[src/rtl/mem_arbiter.sv]
// Two-master (fetch, data) to one-slave memory arbiter. Data has priority;
// a bounded-wait counter forces a fetch grant after IWAIT_MAX lost contests.
module mem_arbiter #(
  parameter int IWAIT_MAX = 4
) (
  input  logic        clk,
  input  logic        rst,
  input  logic        imem_valid,
  input  logic [31:0] imem_addr,
  output logic        imem_ready,
  output logic [31:0] imem_rdata,
  input  logic        dmem_valid,
  input  logic        dmem_instr,
  input  logic [31:0] dmem_addr,
  input  logic [31:0] dmem_wdata,
  input  logic [3:0]  dmem_wstrb,
  output logic        dmem_ready,
  output logic [31:0] dmem_rdata,
  output logic        mem_valid,
  output logic        mem_instr,
  output logic [31:0] mem_addr,
  output logic [31:0] mem_wdata,
  output logic [3:0]  mem_wstrb,
  input  logic        mem_ready,
  input  logic [31:0] mem_rdata
);

  typedef enum logic [1:0] {IDLE = 2'd0, BUSY_I = 2'd1, BUSY_D = 2'd2} state_t;

  localparam logic [3:0] WMAX = 4'(IWAIT_MAX);

  state_t     state, state_next;
  logic [3:0] wcnt;
  logic       done, decide, cand_i, cand_d, grant_i, grant_d;

  // The master completing this cycle is never a candidate, so a completion
  // with the other master waiting always hands over without a bubble.
  always_comb begin
    done       = (state != IDLE) && mem_ready;
    decide     = (state == IDLE) || done;
    cand_i     = imem_valid && (state != BUSY_I);
    cand_d     = dmem_valid && (state != BUSY_D);
    grant_i    = decide && cand_i && (!cand_d || (wcnt >= WMAX));
    grant_d    = decide && cand_d && !grant_i;
    state_next = state;
    if (grant_i)      state_next = BUSY_I;
    else if (grant_d) state_next = BUSY_D;
    else if (done)    state_next = IDLE;
  end

  always_ff @(posedge clk or posedge rst) begin
    if (rst) state <= IDLE;
    else     state <= state_next;
  end

  always_ff @(posedge clk or posedge rst) begin
    if (rst) begin
      wcnt <= '0;
    end else if (grant_i) begin
      wcnt <= '0;
    end else if (grant_d && imem_valid && (wcnt < WMAX)) begin
      wcnt <= wcnt + 4'd1;
    end
  end

  // Registered downstream request; held untouched while a transfer is pending.
  always_ff @(posedge clk or posedge rst) begin
    if (rst) begin
      mem_valid <= 1'b0;
      mem_instr <= 1'b0;
      mem_addr  <= '0;
      mem_wdata <= '0;
      mem_wstrb <= '0;
    end else if (grant_i) begin
      mem_valid <= 1'b1;
      mem_instr <= 1'b1;
      mem_addr  <= imem_addr;
      mem_wdata <= '0;
      mem_wstrb <= '0;
    end else if (grant_d) begin
      mem_valid <= 1'b1;
      mem_instr <= dmem_instr;
      mem_addr  <= dmem_addr;
      mem_wdata <= dmem_wdata;
      mem_wstrb <= dmem_wstrb;
    end else if (decide) begin
      mem_valid <= 1'b0;
    end
  end

  assign imem_ready = (state == BUSY_I) && mem_ready;
  assign dmem_ready = (state == BUSY_D) && mem_ready;
  assign imem_rdata = mem_rdata;
  assign dmem_rdata = mem_rdata;

endmodule

[config.mk]
export PLATFORM = sky130hd
export DESIGN_NAME = mem_arbiter
export DESIGN_NICKNAME = d
export VERILOG_FILES = /design/src/rtl/mem_arbiter.sv
export SDC_FILE = /design/constraint.sdc
export NUM_CORES = 1
export LEC_CHECK = 0
export ABC_AREA = 1
export CAP_MARGIN = 25
export CORE_ASPECT_RATIO = 1.75
export CORE_MARGIN = 2
export CORE_UTILIZATION = 36
export CTS_BUF_LIST = sky130_fd_sc_hd__clkbuf_4 sky130_fd_sc_hd__clkbuf_8
export DETAILED_ROUTE_END_ITERATION = 8
export PLACE_DENSITY = 0.8
export RECOVER_POWER = 100
export SLEW_MARGIN = 5
export SYNTH_ARGS = -nofsm -noshare
export SYNTH_HDL_FRONTEND = slang
export SYNTH_SLANG_ARGS = --single-unit
[constraint.sdc]
create_clock -name clk -period 3.4 [get_ports clk]
set_input_delay 0.68 -clock clk [delete_from_list [all_inputs] [get_ports clk]]
set_output_delay 0.68 -clock clk [all_outputs]
set_load 0.1 [all_outputs]
==> metrics.cfg <==
[yosys]
yosysSeqAreaShare_pct=48.7
yosys.area.top_type_share_pct=48.7
yosysTopAreaCell=dfrtp_1
avgSynthCellArea_um2=8.59
synth_cell_types=18
synth-seq-cells=76
syn_area_um2=3900
synthCells=454
synthArstFlopShare_pct=100
syn_nets=593
ys_warn_count=0
synth_edf_count=0
synthTopCellsByArea=dfrtp_1 (49%), nand3_1 (22%), buf_4 (14%), nand2_1 (7.5%), buf_2 (2.7%)
synth_ff_type=dfrtp_1

[detailed_routing]
avgViaCountPerCell=5.15
finalWirelength_um=11200
vias=3524
drc_errors=0
first_pass_iters=4
drt.antenna.violating_nets=0
drt-initial-drc-count=226
drt-wirelength-per-cell_um=16.4

[worst_hold_path]
hold_class=flip-flop to flip-flop
whs_path_depth=2

[grt]
antenna_found_initial=0
overflow=0
grt_pass1_vias=3583
grt_use_total_pct=19.5
grt_pass1_wl_um=17200
grt_max_degree=77

[timing]
worstMarginPinSlew_ns=1.90
period_share_pct=86.2
setup_ws_ns=0.469
max_freq_ghz=0.341
fin_setup_tns_ns=0
slew_headroom_pct=-26.9
hold_viol_final=0
slew_violations=152
finClkSkew_ns=0.00858
setup_viol_count_final=0
fin_hold_ws_ns=0.491
rsz0062_at_grt=no
min_period_ns=2.93

[final_layout]
antennaDiodeCount=0
stdcell_area_um2=5230
nets=690
mostFrequentLayoutCells=nand3_1 (170), clkdlybuf4s50_1 (104), nand2_1 (77)
layout_commonest_cell=nand3_1
synthToLayoutAreaGrowth_pct=34.0
drive_gt1_share_pct=5.23

[worst_setup_path]
end_kind=output port
crit_fanout=3
cp.arrival_ns=2.25
required_ns=2.72
reg2reg_depth=5
crit_type=input pin to output port
startpoint_type=input pin

[job]
max_cap_viol_count=2

[floorplan]
initial_core_util_pct=36.7
dieArea_um2=11700
fp-row-count=50
core-area_um2=10600
die_h_um=142
die_width_um=82.7
pin_count=274

[clock_tree]
clkTransAtPathRegs_ns=0.07
clk_latency_ns=0.35
tritoncts=built
cts_made_buffers=9
clock-sinks=76
cts-root-buf=clkbuf_8
cts_setup_buffers=0
cts_resized=0
cts.path.max_buffers=2
htreeDepth=3
postCtsHoldBufs=0

[placement]
port_buffers=177
hpwl_um=8070
pre_cts_slack_ns=0.739
dpl-instance-area_um2=5160
globalplace.congestion=0.784

[outcome]
violations=capacitance limit, slew limit
status=finished, violations left

[cells in the mapped netlist, types with 2 or more instances]
cell type  number
o21ai_0         2
buf_2          21
buf_4          74
nand4_1         4
nand3_1       170
o211ai_1        4
inv_1           8
inv_2           4
nand2_1        78
nor2_1          3
dfrtp_1        76
a21oi_1         3
buf_6           2
[cell families after synthesis]
kind of cell             after synthesis  share of synthesized area, %
AO/OA/AOI/OAI                         10                          1.54
adder cells (fa/ha/maj)                1                         0.321
buffers and inverters                110                          18.8
AND/OR/NAND/NOR                      257                          30.6
flip-flops                            76                          48.7
[layout make-up]
cell class | count | area, um^2
timing repair buffer | 184 | 1650
inverter | 12 | 46.3
clock inverter | 4 | 51.3
clock buffer | 10 | 138
tap | 130 | 163
fill | 1033 | 5410
sequential | 76 | 1900
multi-input combinational | 268 | 1280
[metal layers]
metal,GRT usage [%],routed length [um],vias to the layer above
met5,0,0,-
met4,16.5,790,0
met3,3.18,771,78
met2,34.4,6080,165
met1,18.8,3570,1627
li1,-,-,1654
[flip-flops by register name, indices dropped and copies added, names as in the netlist]
signal and count:
state 2, mem_wstrb 4, mem_wdata 32, mem_addr 32, mem_valid 1, mem_instr 1, wcnt 4
[metrics by stage]
step	cells	utilization, %
final	684	49.2
after global routing	684	49.2
after CTS	684	50.3
after detailed placement	670	48.5
after global placement	670	48.5
after floorplan	454	-
[critical path, stage by stage]
cell,delay (ns)
clkdlybuf4s50_1,0.49
inv_1,0.07
nor2_1,0.13
clkbuf_1,0.88
[worst paths after layout]
check | startpoint | endpoint | slack, ns
max in group asynchronous | rst | mem_addr[1] | 0.80
min reg2reg | mem_wdata[9] | mem_wdata[9] | 0.49
min | mem_wdata[9] | mem_wdata[9] | 0.49
min in group asynchronous | rst | mem_addr[10] | 1.42
max | mem_ready | dmem_ready | 0.47
max reg2reg | state[1] | wcnt[2] | 0.91
Power is not shown: default switching activity piles up to over one toggle a cycle in this logic, so the estimate is an artifact.
